### config.mk
export PLATFORM = sky130hd
export DESIGN_NAME = scaler_engine
export DESIGN_NICKNAME = d
export VERILOG_FILES = /design/src/rtl/scaler_pkg.sv /design/src/rtl/scaler_addr_gen.sv /design/src/rtl/scaler_engine.sv
export SDC_FILE = /design/constraint.sdc
export NUM_CORES = 1
export LEC_CHECK = 0
export BUFFER_PORTS_ARGS = -buffer_cell sky130_fd_sc_hd__buf_2
export CAP_MARGIN = 20
export CORE_ASPECT_RATIO = 1.2
export CORE_MARGIN = 3
export CORE_UTILIZATION = 40
export CTS_CLUSTER_SIZE = 16
export DETAILED_ROUTE_END_ITERATION = 16
export PLACE_DENSITY = 0.66
export REMOVE_ABC_BUFFERS = 1
export SETUP_SLACK_MARGIN = 0.3
export SLEW_MARGIN = 20
export SYNTH_ARGS = -nofsm -noshare
export SYNTH_HDL_FRONTEND = slang
export SYNTH_SLANG_ARGS = --single-unit
### constraint.sdc
create_clock -name CLK -period 4.26 [get_ports CLK]
set_input_delay 0.426 -clock CLK [delete_from_list [all_inputs] [get_ports CLK]]
set_output_delay 0.426 -clock CLK [all_outputs]
set_load 0.005 [all_outputs]
### src/rtl/scaler_pkg.sv
// scaler_pkg: shared definitions for the scaler engine.
//   mode_e   - MODE port encodings (replicate, decimate, block average, copy)
//   state_e  - engine FSM states
//   out_dims - output image width/height for a given mode and factor
package scaler_pkg;

    typedef enum logic [1:0] {
        MODE_REP = 2'b00,
        MODE_DEC = 2'b01,
        MODE_AVG = 2'b10,
        MODE_CPY = 2'b11
    } mode_e;

    typedef enum logic [2:0] {
        S_IDLE,
        S_FETCH,
        S_WAIT,
        S_WRITE,
        S_DONE
    } state_e;

    // Factor is 2 (scale4=0) or 4 (scale4=1); scaling is done with shifts.
    function automatic void out_dims(
        input  int unsigned src_w,
        input  int unsigned src_h,
        input  mode_e       mode,
        input  logic        scale4,
        output int unsigned out_w,
        output int unsigned out_h
    );
        int unsigned sh;
        sh = scale4 ? 2 : 1;
        case (mode)
            MODE_REP: begin
                out_w = src_w << sh;
                out_h = src_h << sh;
            end
            MODE_DEC, MODE_AVG: begin
                out_w = src_w >> sh;
                out_h = src_h >> sh;
            end
            default: begin
                out_w = src_w;
                out_h = src_h;
            end
        endcase
    endfunction

endpackage

### src/rtl/scaler_addr_gen.sv
// scaler_addr_gen: destination x/y raster counters, source and destination
// row-base registers and the block-average read offset.
//   CLK, RESET    - clock, synchronous active-high reset
//   init          - clear all counters (frame start)
//   adv           - advance to the next output pixel (write accepted)
//   step_blk      - advance the block-average read offset (row-major)
//   mode, scale4  - latched frame mode and factor (0 = 2, 1 = 4)
//   r_addr        - source read address for the current pixel/offset
//   w_addr        - destination write address for the current pixel
//   blk_last      - current offset is the last one of the F x F block
//   last_pix      - current pixel is (OUT_W-1, OUT_H-1)
module scaler_addr_gen
    import scaler_pkg::*;
#(
    parameter int unsigned SRC_W  = 160,
    parameter int unsigned SRC_H  = 120,
    parameter int unsigned SRC_AW = $clog2(SRC_W * SRC_H),
    parameter int unsigned DST_AW = $clog2(SRC_W * SRC_H * 16)
) (
    input  logic              CLK,
    input  logic              RESET,
    input  logic              init,
    input  logic              adv,
    input  logic              step_blk,
    input  mode_e             mode,
    input  logic              scale4,
    output logic [SRC_AW-1:0] r_addr,
    output logic [DST_AW-1:0] w_addr,
    output logic              blk_last,
    output logic              last_pix
);

    localparam int unsigned XW = $clog2(SRC_W * 4) + 1;
    localparam int unsigned YW = $clog2(SRC_H * 4) + 1;

    logic [XW-1:0]     x;
    logic [XW-1:0]     out_w;
    logic [YW-1:0]     y;
    logic [YW-1:0]     out_h;
    logic [1:0]        bx;
    logic [1:0]        by;
    logic [1:0]        fmax;
    logic [1:0]        sh;
    logic [SRC_AW-1:0] s_row;
    logic [SRC_AW-1:0] blk_row;
    logic [SRC_AW-1:0] sx;
    logic [SRC_AW-1:0] s_step;
    logic [DST_AW-1:0] w_row;
    int unsigned       ow;
    int unsigned       oh;

    assign sh   = scale4 ? 2'd2 : 2'd1;
    assign fmax = scale4 ? 2'd3 : 2'd1;

    always_comb begin
        ow = 0;
        oh = 0;
        out_dims(SRC_W, SRC_H, mode, scale4, ow, oh);
        out_w = XW'(ow);
        out_h = YW'(oh);
    end

    // Source column within the row, and the source row-base increment
    // applied when y advances. Replicate only moves to a new source row
    // once every F output rows.
    always_comb begin
        sx     = '0;
        s_step = '0;
        case (mode)
            MODE_REP: begin
                sx     = SRC_AW'(x >> sh);
                s_step = ((2'(y + YW'(1)) & fmax) == 2'd0) ? SRC_AW'(SRC_W) : '0;
            end
            MODE_DEC, MODE_AVG: begin
                sx     = SRC_AW'(x << sh);
                s_step = SRC_AW'(SRC_W) << sh;
            end
            default: begin
                sx     = SRC_AW'(x);
                s_step = SRC_AW'(SRC_W);
            end
        endcase
    end

    assign r_addr   = s_row + sx + blk_row + SRC_AW'(bx);
    assign w_addr   = w_row + DST_AW'(x);
    assign blk_last = (bx == fmax) && (by == fmax);
    assign last_pix = (x == out_w - 1'b1) && (y == out_h - 1'b1);

    always_ff @(posedge CLK) begin
        if (RESET || init) begin
            x       <= '0;
            y       <= '0;
            bx      <= '0;
            by      <= '0;
            s_row   <= '0;
            blk_row <= '0;
            w_row   <= '0;
        end else begin
            if (step_blk) begin
                if (bx == fmax) begin
                    bx <= '0;
                    if (by == fmax) begin
                        by      <= '0;
                        blk_row <= '0;
                    end else begin
                        by      <= by + 2'd1;
                        blk_row <= blk_row + SRC_AW'(SRC_W);
                    end
                end else begin
                    bx <= bx + 2'd1;
                end
            end
            // Counters freeze on the last pixel so no address leaves the image.
            if (adv && !last_pix) begin
                if (x == out_w - 1'b1) begin
                    x     <= '0;
                    y     <= y + YW'(1);
                    w_row <= w_row + DST_AW'(out_w);
                    s_row <= s_row + s_step;
                end else begin
                    x <= x + XW'(1);
                end
            end
        end
    end

endmodule

### src/rtl/scaler_engine.sv
// scaler_engine: raster-order image scaler between the source and
// destination frame RAMs (2x/4x replicate, decimate, block average, copy).
//   CLK, RESET  - clock, synchronous active-high reset
//   START       - one-cycle start request, accepted only when idle
//   MODE, SCALE - frame mode and factor, latched at START
//   PIXEL_IN    - source RAM read data, RD_LAT cycles after R_ADDR
//   WR_READY    - destination accepts the write this cycle
//   R_ADDR      - source RAM read address
//   W_ADDR, PIXEL_OUT, WREN - destination write port
//   BUSY, DONE  - frame in progress / one-cycle completion pulse
module scaler_engine
    import scaler_pkg::*;
#(
    parameter int unsigned PIX_W  = 8,
    parameter int unsigned SRC_W  = 160,
    parameter int unsigned SRC_H  = 120,
    parameter int unsigned RD_LAT = 1,
    parameter int unsigned SRC_AW = $clog2(SRC_W * SRC_H),
    parameter int unsigned DST_AW = $clog2(SRC_W * SRC_H * 16)
) (
    input  logic              CLK,
    input  logic              RESET,
    input  logic              START,
    input  logic [1:0]        MODE,
    input  logic              SCALE,
    input  logic [PIX_W-1:0]  PIXEL_IN,
    input  logic              WR_READY,
    output logic [SRC_AW-1:0] R_ADDR,
    output logic [DST_AW-1:0] W_ADDR,
    output logic [PIX_W-1:0]  PIXEL_OUT,
    output logic              WREN,
    output logic              BUSY,
    output logic              DONE
);

    localparam int unsigned ACC_W = PIX_W + 4;

    state_e            state;
    state_e            state_nxt;
    mode_e             mode_q;
    logic              scale_q;
    logic [RD_LAT-1:0] rd_pipe;
    logic [1:0]        wcnt;
    logic [ACC_W-1:0]  acc;
    logic [PIX_W-1:0]  result;
    logic [SRC_AW-1:0] r_addr;
    logic [DST_AW-1:0] w_addr;
    logic              blk_last;
    logic              last_pix;
    logic              is_avg;
    logic              init;
    logic              issue;
    logic              step_blk;
    logic              adv;
    logic              wren;
    logic              done;

    assign is_avg = (mode_q == MODE_AVG);

    scaler_addr_gen #(
        .SRC_W (SRC_W),
        .SRC_H (SRC_H),
        .SRC_AW(SRC_AW),
        .DST_AW(DST_AW)
    ) u_addr_gen (
        .CLK     (CLK),
        .RESET   (RESET),
        .init    (init),
        .adv     (adv),
        .step_blk(step_blk),
        .mode    (mode_q),
        .scale4  (scale_q),
        .r_addr  (r_addr),
        .w_addr  (w_addr),
        .blk_last(blk_last),
        .last_pix(last_pix)
    );

    always_comb begin
        state_nxt = state;
        init      = 1'b0;
        issue     = 1'b0;
        step_blk  = 1'b0;
        adv       = 1'b0;
        wren      = 1'b0;
        done      = 1'b0;
        case (state)
            S_IDLE: begin
                if (START) begin
                    init      = 1'b1;
                    state_nxt = S_FETCH;
                end
            end
            S_FETCH: begin
                issue = 1'b1;
                if (is_avg) begin
                    step_blk = 1'b1;
                    if (blk_last) state_nxt = S_WAIT;
                end else begin
                    state_nxt = S_WAIT;
                end
            end
            S_WAIT: begin
                if (wcnt == 2'(RD_LAT - 1)) state_nxt = S_WRITE;
            end
            S_WRITE: begin
                wren = 1'b1;
                if (WR_READY) begin
                    adv       = 1'b1;
                    state_nxt = last_pix ? S_DONE : S_FETCH;
                end
            end
            S_DONE: begin
                done      = 1'b1;
                state_nxt = S_IDLE;
            end
            default: state_nxt = S_IDLE;
        endcase
    end

    // rd_pipe tracks in-flight reads; its top bit marks the cycle whose
    // PIXEL_IN belongs to a read, so block-average accumulation overlaps
    // issue. The accumulator is cleared on every entry into FETCH.
    always_ff @(posedge CLK) begin
        if (RESET) begin
            state   <= S_IDLE;
            mode_q  <= MODE_REP;
            scale_q <= 1'b0;
            rd_pipe <= '0;
            wcnt    <= '0;
            acc     <= '0;
        end else begin
            state <= state_nxt;
            if (init) begin
                mode_q  <= mode_e'(MODE);
                scale_q <= SCALE;
            end
            rd_pipe <= (rd_pipe << 1) | RD_LAT'(issue);
            wcnt    <= (state == S_WAIT) ? wcnt + 2'd1 : 2'd0;
            if (state_nxt == S_FETCH && state != S_FETCH)
                acc <= '0;
            else if (rd_pipe[RD_LAT-1])
                acc <= is_avg ? acc + ACC_W'(PIXEL_IN) : ACC_W'(PIXEL_IN);
        end
    end

    assign result    = is_avg ? PIX_W'(scale_q ? (acc >> 4) : (acc >> 2))
                              : PIX_W'(acc);
    assign R_ADDR    = (state == S_FETCH) ? r_addr : '0;
    assign WREN      = wren;
    assign W_ADDR    = wren ? w_addr : '0;
    assign PIXEL_OUT = wren ? result : '0;
    assign BUSY      = (state == S_FETCH) || (state == S_WAIT) || (state == S_WRITE);
    assign DONE      = done;

endmodule

After elaboration in Yosys (flattened, before gate mapping)
Cells that the tools add are included.
{"block": "op_classes", "n_mux": 34, "reduce_logical": 17, "eq_ne": 12, "bitwise": 2, "addsub": 15, "shifts": 7}
{"op": "one-hot mux 15 bit (2 select lines)", "count": 2}
{"op": "adder 15 bit", "count": 3}
{"op": "adder 19 x 11 -> 19 bit", "count": 2}
{"op": "two-way mux 8 bit", "count": 4}
{"op": "<< shifter 7 x 32 -> 10 bit, first input constant", "count": 1}
{"op": "<< shifter 8 x 32 -> 11 bit, first input constant", "count": 1}
{"op": ">> shifter 7 x 32 -> 10 bit, first input constant", "count": 1}
{"op": ">> shifter 8 x 32 -> 11 bit, first input constant", "count": 1}
{"op": "two-way mux 15 bit", "count": 2}
{"op": "one-hot mux 11 bit (2 select lines)", "count": 1}
{"op": "one-hot mux 10 bit (2 select lines)", "count": 1}
{"op": "two-way mux 19 bit", "count": 1}
{"op": "two-way mux 3 bit", "count": 6}
{"op": "adder 15 x 2 -> 15 bit", "count": 1}
{"op": "adder 15 x 8 -> 15 bit, second input constant", "count": 1}
{"op": "<< shifter 11 x 2 -> 15 bit", "count": 1}
{"op": "<< shifter 8 x 2 -> 15 bit, first input constant", "count": 1}
{"op": ">> shifter 11 x 2 -> 15 bit", "count": 1}
{"op": "adder 12 x 8 -> 12 bit", "count": 1}
{"op": "two-way mux 12 bit", "count": 1}
{"op": "one-hot mux 3 bit (4 select lines)", "count": 1}
{"op": "adder 11 x 1 -> 11 bit, second input constant", "count": 1}
{"op": "equality test 11 bit", "count": 1}
{"op": "two-way mux 11 bit", "count": 1}
{"op": "23 further kinds", "count": 50}
{"block": "totals", "inputBits": 15, "regBits": 95, "output_inout_bits": 45, "word_cells": 100}

Longest topological paths before layout
{"block": "logic_depth", "depth_word": 12, "ltp_mapped": 18, "ltp_nobuf": 16}

Modules after synthesis
From an unflattened synthesis, not the netlist that was laid out.
{"block": "unflattened", "hier_cells": 925, "hier_area_um2": 7297.0}
{"mod": "scaler_addr_gen", "area_each_um2": 5442.7, "cells_per_inst": 691, "instances": 1, "seq_area_each_um2": 1221.2}
{"mod": "scaler_engine", "area_each_um2": 1854.3, "cells_per_inst": 234, "instances": 1, "seq_area_each_um2": 420.4}

Worst setup path before layout
Ideal clock, no wire load.
{"block": "synth_timing", "kind": "flip-flop to output port", "start": "register mode_q[1]", "end": "output port R_ADDR[13]", "n_path_buf": 2, "required_time_ns": 3.834, "arrival_time_ns": 3.869, "stages_incl_launch_ff": 18, "path_slack_ns": -0.035, "cell_sequence": "dfxtp_1 -> inv_1 -> ha_1 -> buf_2 -> buf_1 -> a22oi_1 -> o221ai_1 -> o21ai_0 -> fa_1 -> inv_1 -> ha_1 -> ha_1 -> a21o_1 -> a21o_1 -> or3_1 -> nor3_1 -> nor3_1 -> nor3_1"}
{"block": "synth_between", "elab_chain_cells": 7, "word_cells_on_any_way": 9, "cone_classes": "add/sub: 3; eq/ne: 2; mux: 2; reduce/logical: 2"}
{"element": "start: declaration", "line": "scaler_engine.sv:40", "rtl": "mode_e mode_q;"}
{"element": "start signal: assignment", "line": "scaler_engine.sv:135", "rtl": "mode_q <= mode_e'(MODE);"}
{"element": "equality test 2 bit or equality test 2 x 1 -> 1 bit (tied branches)", "line": "scaler_addr_gen.sv:69", "rtl": "case (mode)"}
{"element": "OR reduction 2 bit", "line": "scaler_addr_gen.sv:69"}
{"element": "one-hot mux 15 bit (2 select lines) (*)", "line": "scaler_addr_gen.sv:69"}
{"element": "adder 15 bit (*) (2 in series)", "line": "scaler_addr_gen.sv:85", "rtl": "assign r_addr = s_row + sx + blk_row + SRC_AW'(bx);"}
{"element": "adder 15 x 2 -> 15 bit (*)", "line": "scaler_addr_gen.sv:85"}
{"element": "two-way mux 15 bit (*)", "line": "scaler_engine.sv:149", "rtl": "assign R_ADDR = (state == S_FETCH) ? r_addr : '0;"}
{"element": "end: declaration", "line": "scaler_engine.sv:28", "rtl": "output logic [SRC_AW-1:0] R_ADDR,"}
Mark *: on every way between the ends. The rest lies on a longest branch, timed or not.

Worst setup path in the final report
{"block": "layout_timing", "start": "register mode_q[0]", "end": "output port R_ADDR[9]"}
The elaborated chain is that of the path after synthesis.

==> out/metrics.yaml <==
cells_and_area:
  drive_gt1_share_pct: 19.3
  fillers: 1672
  mostFrequentLayoutCell: "nor2_1"
  fin_nets: 1092
  diodes: 0
  final_cell_mix: "nor2_1 (93), nand2_1 (83), dfxtp_1 (78)"
  synthToLayoutAreaGrowth_pct: 20.3
  final_util_pct: 50.1
synthesis:
  synth_xor_area_share_pct: 7.71
  yosys.area_share.simple_pct: 23.9
  synth_top_family_by_area: "simple AND/OR/NAND/NOR gates"
  syn_inst: 916
  syn_avg_cell_area_um2: 7.81
  synth.cell_area_um2: 7160
  ys.flop_type: "dfxtp_1"
  synth_compound_gate_area_share_pct: 20.6
  ys_seq_area_share_pct: 22.9
  yosys_warnings: 0
  synthAdderAreaFrac_pct: 15.1
  synth_edf_count: 0
  async_flop_share_pct: 0
  muxShareOfSynthArea_pct: 3.69
  ys_types: 72
  ys_ff_latch: 82
worst_setup_path:
  crit_path_max_incr_delay_ns: 0.49
  critPathBufInv: 3
  start_kind: "flop"
  cp_slowest_cell: "fa_1"
  crit_chain: "inv_2, ha_4, a221oi_2, a21oi_1, mux2_4, fa_1, ha_2, inv_2, fa_2, nor2b_4, o21ai_2, a21oi_2, o21a_1, o21a_1, nor3_1, nor3_1, buf_2"
  worstPathRequired_ns: 3.83
  path_max_fanout: 5
  arrival_ns: 3.80
  cp_top_family: "adder cells"
  end_kind: "output port"
  criticalPathCategory: "flop to output port"
placement:
  portBuffers: 59
  place.gp.congestion: 0.918
  dp_hpwl_um: 14000
job:
  maxCapViolCount: 0
die:
  die_h_um: 153
  die_area_um2: 19500
  start_util_pct: 41.7
  dieWidth_um: 128
  rows: 52
  ios: 60
  coreArea_um2: 17200
timing:
  max_freq_mhz: 237
  slew_violations: 0
  timing.final.setup_violations: 0
  period_needed_ns: 4.22
  fin_crit_sh_pct: 99.1
  setup_tns_ns: 0
  finalClockSkew_ns: 0.00809
  tightestPinTransition_ns: 0.849
  slew_headroom_pct: 43.4
  hold_viol: 0
  rsz0062_at_grt: "true"
route:
  routedWlPerCell_um: 16.0
  final_antenna_net_count: 0
  first_pass_iters: 6
  drtIter0Drc: 314
  drc: 0
  vias: 6814
  routed_wl_um: 19500
  viasPerCell: 5.59
global_route:
  antenna_found_initial: 0
  grt_pass1_vias: 6241
  grt_pass1_wl_um: 31200
  grt_overflow: 0
  grt_max_degree: 42
  gr-usage-all-layers_pct: 19.5
power:
  peakVddDrop_uv: 169
  power_per_cell_area_nw_per_um2: 229
  leakage_nw: 3.50
min_path:
  hp-class: "input port to flop"
clocking:
  clk_latency_ns: 0.35
  cts-buffers-inserted: 9
  ctsLongestPathBuffers: 2
  holdBufCountCts: 0
  clock_sinks: 82
  htreeDepth: 3
  clk_pin_slew_worst_paths_ns: 0.06
  cts_tree: "built"
  clockRootBuffer: "clkbuf_16"
outcome:
  status: "completed"
## sequential cells by signal, indices dropped and copies added, names as in the netlist
| signal | count |
|---|---|
| u_addr_gen.by | 2 |
| state | 3 |
| mode_q | 2 |
| scale_q | 1 |
| wcnt | 2 |
| u_addr_gen.x | 11 |
| u_addr_gen.y | 10 |
| u_addr_gen.s_row | 10 |
| u_addr_gen.bx | 2 |
| rd_pipe | 1 |
| acc | 12 |
| u_addr_gen.blk_row | 10 |
| u_addr_gen.w_row | 16 |
## cell families after synthesis
| kind of cell | count (synthesis) |
|---|---|
| xor gates and xnor gates | 63 |
| buffers and inverters | 107 |
| other | 1 |
| and+or+nand+nor | 340 |
| DFF | 82 |
| AOI/OAI and AO/OA | 219 |
| adders and majority gates | 78 |
| muxes | 26 |
## metrics by stage
stage	cell area, µm²	hold WS [ns]	std cells	setup WS [ns]	power (mW)
floorplan	6970	0.446	874	-0.198	1.05
finish	8610	0.359	1219	0.0370	1.97
CTS	8320	0.351	1205	0.137	1.96
global route	8610	0.366	1219	-0.153	2.07
detailed placement	7780	0.470	1176	0.0558	1.16
global placement	7780	0.461	1176	0.124	1.16
## repair_timing
action	in CTS	in global routing
pin swaps	11	18
gates cloned	0	1
gates resized for setup	34	36
endpoints found under the hold margin	0	0
buffers inserted	15	13
setup endpoints to repair	10	12
## cells in the mapped netlist (14+ instances only)
master / count / share of area, %
nor2_1: 94 / 4.9
nand3_1: 32 / 2.2
inv_1: 59 / 3.1
ha_1: 63 / 11
fa_1: 14 / 3.9
xnor2_1: 36 / 4.4
or3_1: 21 / 1.8
a21oi_1: 65 / 4.5
dfxtp_1: 82 / 23
mux2i_1: 23 / 3.2
o21a_1: 16 / 1.7
clkbuf_1: 28 / 1.5
o21ai_0: 37 / 2.6
a211oi_1: 26 / 2.7
nand2_1: 84 / 4.4
xor2_1: 27 / 3.3
nor3_1: 21 / 1.5
## metal layers
layer	vias up	part of all wire, %	GRT usage (%)
met4	0	3.4	8.24
met2	181	48	31.7
met3	43	5.1	3.93
met5	-	0	0
met1	3173	43	25.1
li1	3417	-	-
## final cells by class
type / count / area, µm² / area share, %
Tap cell: 216 / 270 / 3.14
Multi-Input combinational cell: 732 / 5400 / 62.7
Clock inverter: 2 / 38.8 / 0.450
Sequential cell: 82 / 1650 / 19.1
Inverter: 60 / 225 / 2.61
Timing Repair Buffer: 115 / 786 / 9.12
Clock buffer: 12 / 246 / 2.86
## path summary, 6_finish.rpt
check	from	to	cells past startpoint	slack, ns
setup / recovery	mode_q[0]	R_ADDR[9]	17	0.04
hold / removal	SCALE	scale_q	3	0.36
setup reg to reg	mode_q[1]	u_addr_gen.s_row[14]	16	0.51
hold reg to reg	u_addr_gen.s_row[9]	u_addr_gen.s_row[9]	2	0.48
## tightest hold or removal path: stages
cell and delay, ns:
buf_2 0.10, mux2i_1 0.07, nor2_1 0.08
## where the power goes
group	total, mW	leakage, nW	switching [mW]	internal [mW]
combinational	0.400	2.70	0.233	0.167
sequential	0.795	0.664	0.0176	0.777
clock	0.776	0.139	0.311	0.465
total	1.97	3.50	0.562	1.41
Power figures use the tool's default switching activity.
